==> src/rtl/pipe_fetch.sv <==
`default_nettype none
// ============================================================================
// Module   : pipe_fetch
// Purpose  : IF stage and IF/ID register with req/ready instruction fetch,
//            delay-slot redirect and one-entry stall buffer.
// Revision : 1.0 - initial release
// ============================================================================
module pipe_fetch #(
  parameter logic [31:0] RESET_PC = 32'h0000_0000,
  parameter logic [31:0] NOP_INST = 32'h0000_0000
) (
  input  logic        clk,
  input  logic        clrn,
  input  logic [1:0]  pcsource,
  input  logic [31:0] bpc,
  input  logic [31:0] rpc,
  input  logic [31:0] jpc,
  input  logic        nostall,
  output logic        imem_req,
  output logic [31:0] imem_addr,
  input  logic [31:0] imem_rdata,
  input  logic        imem_ready,
  output logic [31:0] pc,
  output logic [31:0] dpc4,
  output logic [31:0] dinst
);

  typedef enum logic [0:0] {
    ST_RUN  = 1'b0,
    ST_HELD = 1'b1
  } state_t;

  state_t      r_state;
  logic [31:0] r_pc;
  logic [31:0] r_dpc4;
  logic [31:0] r_dinst;
  logic [31:0] r_buf_inst;
  logic        r_redir_valid;
  logic [31:0] r_redir_pc;

  logic        w_run;
  logic        w_avail;
  logic        w_deliver;
  logic        w_redirect;
  logic [31:0] w_inst;
  logic [31:0] w_pc4;
  logic [31:0] w_target;

  assign w_run      = (r_state == ST_RUN);
  assign w_avail    = (w_run && imem_ready) || !w_run;
  assign w_deliver  = w_avail && nostall;
  assign w_inst     = w_run ? imem_rdata : r_buf_inst;
  assign w_pc4      = r_pc + 32'd4;
  assign w_redirect = (pcsource != 2'b00);

  always_comb begin
    w_target = jpc;
    case (pcsource)
      2'b01:   w_target = bpc;
      2'b10:   w_target = rpc;
      default: w_target = jpc;
    endcase
  end

  // A redirect seen while the delay slot is still in flight is parked in
  // r_redir_pc and applied once that delay slot is delivered.
  always_ff @(posedge clk or negedge clrn) begin
    if (!clrn) begin
      r_state       <= ST_RUN;
      r_pc          <= RESET_PC;
      r_dpc4        <= 32'd0;
      r_dinst       <= NOP_INST;
      r_buf_inst    <= 32'd0;
      r_redir_valid <= 1'b0;
      r_redir_pc    <= 32'd0;
    end else if (w_deliver) begin
      r_dinst       <= w_inst;
      r_dpc4        <= w_pc4;
      r_state       <= ST_RUN;
      r_redir_valid <= 1'b0;
      if (w_redirect) begin
        r_pc <= w_target;
      end else if (r_redir_valid) begin
        r_pc <= r_redir_pc;
      end else begin
        r_pc <= w_pc4;
      end
    end else if (w_run && imem_ready && !nostall) begin
      r_buf_inst <= imem_rdata;
      r_state    <= ST_HELD;
    end else if (!w_avail && nostall) begin
      r_dinst <= NOP_INST;
      if (w_redirect) begin
        r_redir_valid <= 1'b1;
        r_redir_pc    <= w_target;
      end
    end
  end

  assign imem_req  = w_run;
  assign imem_addr = r_pc;
  assign pc        = r_pc;
  assign dpc4      = r_dpc4;
  assign dinst     = r_dinst;

endmodule
`default_nettype wire

==> config.mk <==
export PLATFORM = sky130hd
export DESIGN_NAME = pipe_fetch
export DESIGN_NICKNAME = d
export VERILOG_FILES = /design/src/rtl/pipe_fetch.sv
export SDC_FILE = /design/constraint.sdc
export NUM_CORES = 1
export LEC_CHECK = 0
export ABC_AREA = 1
export CAP_MARGIN = 20
export CORE_ASPECT_RATIO = 1.75
export CORE_MARGIN = 2
export CORE_UTILIZATION = 36
export DETAILED_ROUTE_END_ITERATION = 8
export PLACE_DENSITY = 0.75
export SLEW_MARGIN = 15
export SYNTH_ARGS = -nofsm -noshare
export SYNTH_HDL_FRONTEND = slang
export SYNTH_SLANG_ARGS = --single-unit
==> constraint.sdc <==
create_clock -name clk -period 3.84 [get_ports clk]
set_input_delay 0.768 -clock clk [delete_from_list [all_inputs] [get_ports clk]]
set_output_delay 0.768 -clock clk [all_outputs]
set_load 0.005 [all_outputs]
==> summary.md <==
| Metric | Value |
|---|---|
| Synth cell types | 30 |
| Reg2reg start | r_state$_DFFE_PN0N_ |
| Post-DR wirelength/cell | 16.5 µm |
| Final period util | 73.7% |
| Synth cell count leaders | nand2_1 (355), o21ai_0 (188), dfrtp_1 (162), nor2_1 (75), inv_1 (74) |
| Core ar. | 0.0232 mm² |
| Max-Cap Viols | 0 |
| Flop pwr share | 41.6% |
| Mapped Cells | 1125 |
| Hold Vio Cnt, Final | 0 |
| Placed Cells | 1614 |
| Comb power frac | 26.8% |
| Worst EP required | 4.19 ns |
| Clock latency on the worst-skew pair | 0.42 ns |
| Worst VDD drop | 0.000328 V |
| Post-CTS sizing | 0 |
| I/O pin cnt | 263 |
| Sw Ratio | 32.3% |
| Crit path capture type | flip-flop |
| Via/cell ratio | 5.02 |
| Ys async rst share | 100% |
| Final setup viols | 0 |
| Min cycle time layout | 2.83 ns |
| Worst setup path class | in2reg |
| Worst setup SP type | input pin |
| CP Launch Point | pcsource[1] |
| Post-CTS setup buffer count | 0 |
| Vias in the first global route | 7939 |
| Worst Path Arrival | 3.18 ns |
| Routability Congestion | 0.900 |
| Root buf cell | clkbuf_16 |
| Total track usage | 21.5% |
| Ys flop type | dfrtp_1 |
| Clock transition at path regs | 0.08 ns |
| P_int | 3.78 mW |
| P&R area growth vs syn | 38.7% |
| Hpwl dp | 20200 µm |
| Worst path cell trace | clkdlybuf4s50_1 > inv_1 > ha_2 > buf_4 > o21ai_0 > o21ai_0 > nor2_1 > a21oi_1 |
| Slowest Stage Delay on Critical Path | 0.81 ns |
| CTS tree | done |
| Mean post-synth cell area | 7.56 µm² |
| PortBufs | 262 |
| CTS Buffer Depth | 2 |
| Crit-path max FO | 47 |
| Mapped cell area | 0.00850 mm² |
| DRC | 0 |
| Hold WS | 0.341 ns |
| EDFF count, synth | 0 |
| Final slew viol count | 0 |
| Most used cell, CP | o21ai_0 |
| Syn nets | 1263 |
| Pwr/cell area | 474 mW/mm² |
| Die area | 0.0249 mm² |
| Drt total wl | 27100 µm |
| Antenna violations before repair | 0 |
| Synth area leaders | dfrtp_1 (48%), nand2_1 (16%), o21ai_0 (11%), nor2_1 (3.3%), inv_1 (3.3%) |
| Die H | 207 µm |
| Pleak | 5.32 nW |
| Max Clk Rate | 0.354 GHz |
| DRT Pass-1 Iters | 7 |
| # rows | 74 |
| Final Skew | 0.0134 ns |
| Unrepaired setup endpoints after global routing | no |
| Synth top area share | 47.7% |
| Slew margin rel. | 46.4% |
| CTS buffer count | 17 |
| Initial DRC count | 595 |
| Finished Layout Cells | 1646 |
| Clk pwr share | 31.6% |
| Ratio of cells with drive above 1 in the final layout | 5.96% |
| Starting Density | 36.6% |
| Setup_tns | 0 ns |
| Worst-Margin Slew | 0.804 ns |
| Grt total ovfl | 0 |
| Syn. warnings | 0 |
| Post-synth top area cell | dfrtp_1 |
| Largest net degree at the start of global routing | 71 |
| Flops & latches, synth | 162 |
| Global-route wire length before repair | 41700 µm |
| Post-route ant nets | 0 |
| Top-count cell post-synth | nand2_1 |
| Seq/Total Area, Yosys | 47.7% |
| Switching power | 1.81 mW |
| Worst Hold Class | in2async |
| Clock sinks | 162 |
| Slowest CP cell | ha_2 |
| DIE WIDTH | 120 µm |
| Ant. Diodes | 0 |
| DR vias | 8257 |
| H-tree levels | 4 |
| Fin nets | 1467 |
| Status | finished, final reports clean |
| CTS Hold Buffers Added | 0 |
==> cell type report <==
type	instances	area, µm²
Clock inverter	14	189
Fill cell	2223	11500
Clock buffer	18	439
Multi-Input combinational cell	794	3670
Timing Repair Buffer	278	2770
Tap cell	304	380
Inverter	76	285
Sequential cell	162	4050
==> worst max-delay path: cells and delay by family <==
kind	cells	cell delay (ns)
compound gates	3	0.63
buf+inv	3	0.88
simple gates	1	0.08
fa+ha+maj	1	0.81
==> stage by stage <==
step	area, µm²	setup slack (ns)	util, %	total power [mW]
floorplan	8500	1.83	-	2.98
global placement	11200	0.651	48.0	3.82
detailed placement	11200	0.604	48.0	3.86
CTS	11800	1.04	50.7	5.63
global route	11800	0.881	50.7	5.89
finish	11800	1.01	50.7	5.59
==> per-layer routing <==
| layer | track usage (%) | routed length (µm) | up-vias |
|---|---|---|---|
| met5 | 0 | 0 | - |
| li1 | - | - | 3999 |
| met4 | 10.2 | 1150 | 0 |
| met2 | 39.5 | 15000 | 312 |
| met1 | 23.9 | 9740 | 3879 |
| met3 | 3.30 | 1230 | 67 |
==> flip-flops by register name (all words and copies together) (netlist names) <==
| register | flops |
|---|---|
| r_state | 1 |
| r_redir_valid | 1 |
| r_buf_inst | 32 |
| dpc4 | 32 |
| imem_addr | 32 |
| dinst | 32 |
| r_redir_pc | 32 |
==> logic make-up after synthesis <==
group | Yosys count | share of synthesized area [%]
xor gates and xnor gates | 11 | 1.22
and+or+nand+nor | 513 | 25.1
DFF | 162 | 47.7
adders and majority gates | 4 | 0.589
buffers and inverters | 169 | 9.29
AOI/OAI and AO/OA | 266 | 16.1
==> power groups by stage <==
stage	Combinational, mW	Sequential (mW)	Clock, mW
after detailed placement	1.51	2.35	0
final	1.50	2.32	1.77
after CTS	1.52	2.32	1.79
after global placement	1.48	2.34	0
after floorplan	0.710	2.27	0
after global routing	1.66	2.36	1.87
==> placed cells by master, fill, tap and decap left out, drive strengths merged <==
| master | count |
|---|---|
| a31oi | 11 |
| a21oi | 50 |
| dfrtp | 162 |
| o21a | 2 |
| a31o | 1 |
| a22oi | 4 |
| o21ai | 196 |
| nand3 | 50 |
| or2 | 5 |
| clkinv | 9 |
| nor2 | 89 |
| o211ai | 1 |
| xor2 | 9 |
| inv | 80 |
| clkbuf | 18 |
| nand2 | 360 |
| nand3b | 6 |
| bufinv | 1 |
| a221oi | 1 |
| buf | 17 |
| and2 | 3 |
| ha | 4 |
| xnor2 | 2 |
| clkdlybuf4s50 | 261 |
==> final timing paths <==
path / slack [ns] / end / depth (start not counted)
min: 0.34 / r_redir_pc[24]$_DFFE_PN0P_ / 1
max reg2reg: 1.93 / r_redir_pc[11]$_DFFE_PN0P_ / 4
min in group clk: 0.48 / dpc4[3]$_DFFE_PN0P_ / 2
max in group asynchronous: 2.43 / dinst[12]$_DFFE_PN0P_ / 2
min reg2reg: 0.48 / dpc4[3]$_DFFE_PN0P_ / 2
max: 1.01 / imem_addr[11]$_DFFE_PN0P_ / 8
(Power assumes the default switching activity.)
